===== src/rtl/td4_pkg.sv =====
// td4_pkg: shared definitions for the TD4 run controller slice.
//   - host command opcodes carried on cmd_op
//   - sequencer state encodings, also presented on run_state
package td4_pkg;

    localparam logic [2:0] CMD_SET_WADDR = 3'd0;
    localparam logic [2:0] CMD_WRITE_NIB = 3'd1;
    localparam logic [2:0] CMD_RUN       = 3'd2;
    localparam logic [2:0] CMD_STEP      = 3'd3;
    localparam logic [2:0] CMD_HALT      = 3'd4;
    localparam logic [2:0] CMD_SET_BP    = 3'd5;
    localparam logic [2:0] CMD_CLR_BP    = 3'd6;
    localparam logic [2:0] CMD_CPU_RESET = 3'd7;

    typedef enum logic [1:0] {
        ST_HALT = 2'd0,
        ST_RUN  = 2'd1,
        ST_STEP = 2'd2
    } run_state_t;

endpackage


===== src/rtl/td4_prog_ram.sv =====
// td4_prog_ram: 16x8 program store for the TD4 core.
// Ports:
//   clk, n_reset       clock, asynchronous active-low clear of all words
//   we, waddr, wdata   single synchronous write port
//   raddr, rdata       combinational read port (write visible next cycle)
module td4_prog_ram (
    input  logic       clk,
    input  logic       n_reset,
    input  logic       we,
    input  logic [3:0] waddr,
    input  logic [7:0] wdata,
    input  logic [3:0] raddr,
    output logic [7:0] rdata
);

    logic [7:0] mem [16];

    always_ff @(posedge clk or negedge n_reset) begin
        if (!n_reset) begin
            mem <= '{default: 8'h00};
        end else if (we) begin
            mem[waddr] <= wdata;
        end
    end

    assign rdata = mem[raddr];

endmodule


===== src/rtl/td4_run_controller.sv =====
// td4_run_controller: program store loader and execution sequencer for the
// TD4 core. The host loads bytes as nibble pairs, then runs, steps or halts
// the core; the core only advances on a cpu_en pulse.
// Ports:
//   clk, n_reset                  clock, asynchronous active-low reset
//   cmd_valid/cmd_op/cmd_data     host command; accepted when cmd_ready high
//   cmd_ready                     low only during the single STEP cycle
//   cpu_addr, cpu_instr           core PC in, mem[cpu_addr] out (combinational)
//   cpu_en                        one-cycle execute pulse (registered)
//   cpu_rst_n                     one-cycle core reset request (registered)
//   run_state                     0=HALT 1=RUN 2=STEP
//   bp_hit                        sticky: last halt came from the breakpoint
//   exec_count                    number of cpu_en pulses, wraps at 8 bits
//
// state   | meaning
// --------+--------------------------------------------------------------
// ST_HALT | core frozen; program store writable; accepts RUN/STEP
// ST_RUN  | cpu_en every RUN_DIV cycles until HALT or breakpoint
// ST_STEP | one cycle with cpu_en high, then back to HALT
module td4_run_controller
    import td4_pkg::*;
#(
    parameter int RUN_DIV = 4,
    parameter int DIV_W   = 8
) (
    input  logic       clk,
    input  logic       n_reset,
    input  logic       cmd_valid,
    input  logic [2:0] cmd_op,
    input  logic [3:0] cmd_data,
    output logic       cmd_ready,
    input  logic [3:0] cpu_addr,
    output logic [7:0] cpu_instr,
    output logic       cpu_en,
    output logic       cpu_rst_n,
    output logic [1:0] run_state,
    output logic       bp_hit,
    output logic [7:0] exec_count
);

    run_state_t       state;
    logic [DIV_W-1:0] prescaler;
    logic [3:0]       wr_addr;
    logic [3:0]       hold;
    logic             half;
    logic [3:0]       bp_addr;
    logic             bp_en;
    logic             skip_bp;

    logic accept;
    logic tick;
    logic ram_we;

    assign cmd_ready = (state != ST_STEP);
    assign accept    = cmd_valid && cmd_ready;
    assign tick      = (state == ST_RUN) && (prescaler == DIV_W'(RUN_DIV - 1));
    assign ram_we    = accept && (cmd_op == CMD_WRITE_NIB) && (state == ST_HALT) && half;
    assign run_state = state;

    td4_prog_ram u_ram (
        .clk     (clk),
        .n_reset (n_reset),
        .we      (ram_we),
        .waddr   (wr_addr),
        .wdata   ({hold, cmd_data}),
        .raddr   (cpu_addr),
        .rdata   (cpu_instr)
    );

    always_ff @(posedge clk or negedge n_reset) begin
        if (!n_reset) begin
            state      <= ST_HALT;
            prescaler  <= '0;
            wr_addr    <= '0;
            hold       <= '0;
            half       <= 1'b0;
            bp_addr    <= '0;
            bp_en      <= 1'b0;
            skip_bp    <= 1'b0;
            cpu_en     <= 1'b0;
            cpu_rst_n  <= 1'b1;
            bp_hit     <= 1'b0;
            exec_count <= '0;
        end else begin
            cpu_en    <= 1'b0;
            cpu_rst_n <= 1'b1;

            // Sequencer progress; command handling below overrides it.
            case (state)
                ST_RUN: begin
                    if (tick) begin
                        prescaler <= '0;
                        if (bp_en && (cpu_addr == bp_addr) && !skip_bp) begin
                            state  <= ST_HALT;
                            bp_hit <= 1'b1;
                        end else begin
                            cpu_en     <= 1'b1;
                            exec_count <= exec_count + 8'd1;
                            skip_bp    <= 1'b0;
                        end
                    end else begin
                        prescaler <= prescaler + 1'b1;
                    end
                end
                ST_STEP: state <= ST_HALT;
                default: ;
            endcase

            if (accept) begin
                case (cmd_op)
                    CMD_SET_WADDR: begin
                        wr_addr <= cmd_data;
                        half    <= 1'b0;
                    end
                    CMD_WRITE_NIB: begin
                        if (state == ST_HALT) begin
                            if (!half) begin
                                hold <= cmd_data;
                                half <= 1'b1;
                            end else begin
                                wr_addr <= wr_addr + 4'd1;
                                half    <= 1'b0;
                            end
                        end
                    end
                    CMD_RUN: begin
                        if (state == ST_HALT) begin
                            state     <= ST_RUN;
                            prescaler <= '0;
                            bp_hit    <= 1'b0;
                            // Lets a resume execute the instruction it stopped on.
                            skip_bp   <= 1'b1;
                        end
                    end
                    CMD_STEP: begin
                        if (state == ST_HALT) begin
                            state      <= ST_STEP;
                            cpu_en     <= 1'b1;
                            exec_count <= exec_count + 8'd1;
                        end
                    end
                    CMD_HALT: begin
                        // Cancels a RUN tick landing in the same cycle.
                        state      <= ST_HALT;
                        prescaler  <= '0;
                        cpu_en     <= 1'b0;
                        exec_count <= exec_count;
                    end
                    CMD_SET_BP: begin
                        bp_addr <= cmd_data;
                        bp_en   <= 1'b1;
                    end
                    CMD_CLR_BP: begin
                        bp_en  <= 1'b0;
                        bp_hit <= 1'b0;
                    end
                    CMD_CPU_RESET: begin
                        cpu_rst_n  <= 1'b0;
                        exec_count <= '0;
                    end
                    default: ;
                endcase
            end
        end
    end

endmodule


===== config.mk =====
export PLATFORM = sky130hd
export DESIGN_NAME = td4_run_controller
export DESIGN_NICKNAME = d
export VERILOG_FILES = /design/src/rtl/td4_pkg.sv /design/src/rtl/td4_prog_ram.sv /design/src/rtl/td4_run_controller.sv
export SDC_FILE = /design/constraint.sdc
export NUM_CORES = 1
export LEC_CHECK = 0
export ABC_AREA = 1
export CAP_MARGIN = 30
export CORE_UTILIZATION = 53
export DETAILED_ROUTE_END_ITERATION = 8
export PLACE_DENSITY_LB_ADDON = 0.1
export REMOVE_ABC_BUFFERS = 1
export SYNTH_ARGS = -nofsm -noshare
export SYNTH_HDL_FRONTEND = slang
export SYNTH_SLANG_ARGS = --single-unit
export TNS_END_PERCENT = 10

===== constraint.sdc =====
create_clock -name clk -period 2.01 [get_ports clk]
set_clock_uncertainty 0.2 [all_clocks]
set_input_delay 0.402 -clock clk [delete_from_list [all_inputs] [get_ports clk]]
set_output_delay 0.402 -clock clk [all_outputs]
set_load 0.01 [all_outputs]

**Word-level counts from Yosys, hierarchy flattened**

Index checks and enable logic that the tools add are counted.

- Register bits: 164
- Bits in latches: 0
- Bits in writable memories: 0
- ROM bits: 0
- Output and inout port bits: 22
- Memories: 0

- Add/sub/neg operators: 3
- Multiply operators: 0
- Divide/modulo/power cells: 0
- Magnitude comparators: 3
- Equality and inequality tests: 15
- Shift operators: 0
- Muxes and demuxes: 51
- Bitwise operators: 3
- Reduce and logical (&&, ||, !) cells: 18

Operator list:

| operator | number |
|---|---|
| $bwmux 128 | 1 |
| $mux 8 | 12 |
| $bmux 8 s4 | 1 |
| $demux 8 s4 | 1 |
| $pmux 8 s3 | 1 |
| $mux 1 | 20 |
| $add 8x1->8 const B | 2 |
| $pmux 8 s2 | 1 |
| $eq 3x3->1 const B | 4 |
| $ge 5x5->1 const B | 2 |
| $mux 2 | 5 |
| $not 4->5 | 2 |
| $eq 8x2->1 const B | 1 |
| $logic_and 1x1->1 | 8 |
| $mux 4 | 2 |
| $pmux 1 s2 | 4 |
| $pmux 4 s2 | 1 |
| $reduce_and 4->1 | 2 |
| $eq 3x2->1 const B | 2 |
| $ne 2x2->1 const B | 3 |
| $pmux 2 s3 | 1 |
| $lt 5x1->1 const B | 1 |
| $add 4x1->4 const B | 1 |
| $eq 4x4->1 | 1 |
| other kinds (12) | 14 |

**Logic depth before layout (Yosys ltp)**

Gate-level depths: netlist of run 1.

- Word-level depth: 9
- Mapped depth: 13

**Modules after synthesis**

A second synthesis of run 1 with hierarchy kept.

- Cell total of the unflattened synthesis: 1,138
- Area total of the unflattened synthesis: 8,446.9 µm²

By module, submodules not included:

| module | instances | cells each | area an instance (µm²) | sequential area each (µm²) |
|---|---|---|---|---|
| td4_prog_ram | 1 | 850 | 6,271.0 | 3,203.1 |
| td4_run_controller | 1 | 288 | 2,175.8 | 902.1 |

**Least setup slack after synthesis of run 1**

OpenSTA, ideal clock, no wires.

- Path type: register to register
- Start point: register state[0], in the netlist run_state[0]
- End point: register u_ram.mem[54] (netlist name)
- Setup time: 0.129 ns
- Arrival: 1.987 ns
- Required time: 1.681 ns
- Slack: -0.306 ns
- Cell stages (with the launch flop): 14
- Path buffers: 1
- Clock period less this slack: 2.316 ns
- Path through: dfrtp_1 -> inv_1 -> ha_1 -> inv_1 -> nand2_1 -> nor2_1 -> inv_1 -> nor3_4 -> inv_4 -> nor2_4 -> nand2_2 -> buf_6 -> nand2_1 -> o21ai_2

- Longest elaborated chain between the ends: 5
- Elaborated cells between the ends (all ways): 6
- Classes of those cells: 1 x eq/ne; 5 x reduce/logical

RTL lines:

| element | line | text |
|---|---|---|
| start, declared | td4_run_controller.sv:41 | `run_state_t state;` |
| start signal, assigned | td4_run_controller.sv:72 | `state <= ST_HALT;` |
| start signal, assigned | td4_run_controller.sv:94 | `state <= ST_HALT;` |
| start signal, assigned | td4_run_controller.sv:105 | `ST_STEP: state <= ST_HALT;` |
| $ne 2x2->1 | td4_run_controller.sv:54 | `assign cmd_ready = (state != ST_STEP);` |
| via cmd_ready | td4_run_controller.sv:31 | `output logic cmd_ready,` |
| $logic_and 1x1->1 | td4_run_controller.sv:55 | `assign accept = cmd_valid && cmd_ready;` |
| $logic_and 1x1->1 (3 in series) | td4_run_controller.sv:57 | `assign ram_we = accept && (cmd_op == CMD_WRITE_NIB) && (state == ST_HALT) && half;` |
| end signal, assigned by index | td4_prog_ram.sv:22 | `mem[waddr] <= wdata;` |
| end, declared | td4_prog_ram.sv:16 | `logic [7:0] mem [16];` |

The timed path passes the listed nets, and every way through them passes these cells.
A chain may end at the register's enable or synchronous reset.

**Worst setup path after layout of run 1**

- Start point: register u_ram.mem[20] (netlist name)
- End point: output cpu_instr[4]

- Longest elaborated chain between the ends: 3

RTL lines:

| element | line | text |
|---|---|---|
| $bmux 8 s4 | td4_prog_ram.sv:26 | `assign rdata = mem[raddr];` |
| $mux 8 (not written as such) (2 in series) | td4_prog_ram.sv:26 |  |
| end, declared | td4_run_controller.sv:33 | `output logic [7:0] cpu_instr,` |

No other way between the ends. The select of a mux whose other input is x is not followed.

==> results of run 1 <==
-- routing by layer --
layer,share of wire [%],global-route usage [%]
met3,5.3,5.395
met4,2.2,9.497
met1,43,38.35
met5,0,0
met2,50,48.88
-- metrics by stage --
step | hold WS (ps) | util, % | instances | area (um^2)
5_1_grt | 247.8 | 73.07 | 1299 | 11070
4_1_cts | 238.0 | 69.45 | 1285 | 10520
3_5_place_dp | 124.8 | 62.92 | 1232 | 9529
2_1_floorplan | -93.59 | - | 903 | 7899
3_3_place_gp | 126.2 | 62.92 | 1232 | 9529
6_report | 228.3 | 73.07 | 1299 | 11070
-- logic make-up (layout without fill, tap and decap cells) --
group | Yosys count | in the layout | share of synthesized area, %
simple gates | 319 | 322 | 16.45
buf+inv | 137 | 296 | 7.605
mux | 33 | 33 | 4.040
fa+ha+maj | 11 | 11 | 1.683
flops | 164 | 164 | 50.21
xor+xnor | 6 | 6 | 0.6427
compound gates | 279 | 279 | 19.37
-- placed cells by master, fill, tap and decap left out, types with 35 or more instances in the layout --
cell type  Yosys  routed
a21oi_1       44      36
buf_4          1      95
dfrtp_1      163     162
inv_1         88      77
nand2_1      225     168
nand2_2       11      60
o211ai_1      35      35
o21ai_0      106      75
o21ai_1       66      85
o21ai_2       24      35
-- layout make-up --
cell class | count | share of cell area [%]
Clock inverter | 14 | 1.809
Sequential cell | 164 | 37.11
Tap cell | 188 | 2.125
Multi-Input combinational cell | 651 | 35.64
Clock buffer | 18 | 3.968
Inverter | 91 | 3.200
Timing Repair Buffer | 173 | 16.16
-- worst max path at each step --
stage,to
after floorplan,u_ram.mem[105]$_DFFE_PN0P_
after global placement,cpu_instr[6]
after detailed placement,cpu_instr[4]
after CTS,cpu_instr[1]
after global routing,cpu_instr[1]
final,cpu_instr[4]
-- flip-flops by register name (all words and copies together), names as in the netlist, 2 cells and up --
name / cells
exec_count: 8
run_state: 2
u_ram.mem: 128
wr_addr: 4
bp_addr: 4
prescaler: 8
hold: 4
-- critical path, cell delays in order, from the launching register on --
cell,delay (ps)
dfrtp_1,400
inv_2,50
a21oi_2,120
o21ai_1,70
o211ai_1,90
nand3_1,160
nand2_1,130
buf_2,140
-- repair_timing --
| item | in CTS | in global routing |
|---|---|---|
| hold buffers | 1 | 0 |
| buffers inserted | 14 | 11 |
| pin swaps | 20 | 32 |
| setup endpoints to repair | 165 | 163 |
| endpoints found under the hold margin | 41 | 0 |
| gates resized for setup | 107 | 147 |
| cloned | 6 | 3 |
-- report_power, final --
group / switching, mW / internal, mW / leakage, nW / total [mW]
clock network: 1.42 / 2.13 / 0.309 / 3.55
registers: 0.454 / 3.94 / 2.22 / 4.40
logic: 1.83 / 1.31 / 2.68 / 3.14
total: 3.70 / 7.39 / 5.21 / 11.1
==> summary.md, run 1 <==
| Metric | Value |
|---|---|
| Commonest cells post-synth | `nand2_1, dfrtp_1, o21ai_0` |
| Worst vdd ir | `0.7678 mV` |
| Final min period | `2192 ps` |
| Share of cells above drive strength 1 | `31.50%` |
| Top cell type by total area after synthesis | `dfrtp_1` |
| Setup tns final | `-5522 ps` |
| Max Slew Vio Count | `0` |
| Port Buffers | `35` |
| Register-to-Register Path Depth | `12` |
| RSZ-0062 raised after global routing | `true` |
| Area added between synthesis and finish | `35.35%` |
| Synthesized instance count | `949` |
| Die height | `126.2 um` |
| Grt total ovfl | `0` |
| Core box area | `15150 um^2` |
| Post-DP HPWL | `14.05 mm` |
| Crit start category | `flip-flop` |
| Vias in the first global route | `6765` |
| Final Hold Violating Endpoints | `0` |
| P_leak | `5.206 nW` |
| Die area | `15930 um^2` |
| Vias/cell | `5.609` |
| Slew headroom | `46.95%` |
| Worst flop-to-flop path startpoint | `run_state[1]$_DFF_PN0_` |
| Ports | `36` |
| Worst Path Required | `1410 ps` |
| Number of cell rows | `45` |
| DRT Wirelength | `23.40 mm` |
| Setup ws final | `-182.5 ps` |
| Crit end category | `output port` |
| Max Clock Freq | `0.4561 GHz` |
| Max capacitance violation total | `0` |
| TritonRoute pass-1 iters | `5` |
| Violated checks | `negative setup slack` |
| Most common cell in the netlist | `nand2_1` |
| N_diodes | `0` |
| Largest net degree at the start of global routing | `47` |
| Multi-input gate area | `3944 um^2` |
| CTS tree | `yes` |
| RR Endpoint | `u_ram.mem[46]$_DFFE_PN0P_` |
| Number of antenna-violating nets in the routed design | `0` |
| Skew-Pair Late Insertion Delay | `430 ps` |
| Routed len/inst | `18.01 um` |
| Total track usage | `29.17%` |
| Part of the cycle the worst path needs | `109.1%` |
| Clk sinks | `164` |
| Clk pin slew, worst setup/hold paths | `70 ps` |
| FF-to-FF setup slack | `-110 ps` |
| Mapped Avg Cell Area | `8.616 um^2` |
| Post-synth EDFFs | `0` |
| Worst-Margin Slew | `794.8 ps` |
| First-pass GRT wire length | `35.43 mm` |
| Status | `finished, violations left` |
| Clock Tree Buf Depth | `2` |
| Final Setup Violations | `100` |
| Prevailing post-synth register cell | `dfrtp_1` |
| Syn Std Cell Area | `8177 um^2` |
| Starting Density | `53.99%` |
| # DRC | `0` |
| Arrival time at the worst endpoint | `1590 ps` |
| Top cells by area, synth | `dfrtp_1, nand2_1, o21ai_0, inv_1, mux2i_1` |
| CTS root buf | `clkbuf_16` |
| Vias | `7286` |
| CTS buffer count | `17` |
| Critical path class | `reg -> out` |
| Hold/Removal Path Class | `in -> async` |
| DP Worst Slack | `-837.2 ps` |
| Final Total Pwr | `11.09 mW` |
| GP Congestion | `0.9024` |
| Register Area | `4106 um^2` |
| Power Dens Cells | `1002 nW/um^2` |
| Synth cell types | `36` |
| Ys async rst share | `100.0%` |
| H-tree depth | `4` |
| Seq cells post-synth | `164` |
| Crit Path Max Fanout | `2` |
| Sequential-to-total area share from yosys stat | `50.21%` |
| Die width | `126.2 um` |
| DRT iter0 DRCs | `667` |
| Initial antenna violation count | `0` |
| CP startpoint | `u_ram.mem[20]$_DFFE_PN0P_` |
| Yosys top cell area share | `49.89%` |
| Final nets | `1123` |
| FILL cells | `1118` |
| Synth warn | `0` |
No activity file was read; power rests on OpenSTA's default activity.
==> inputs of run 2 (changes only) <==
Settings changed: CAP_MARGIN 30 to 15.
==> results of run 2 <==
No change in the layout: final DEF, timing and power equal those of run 1.
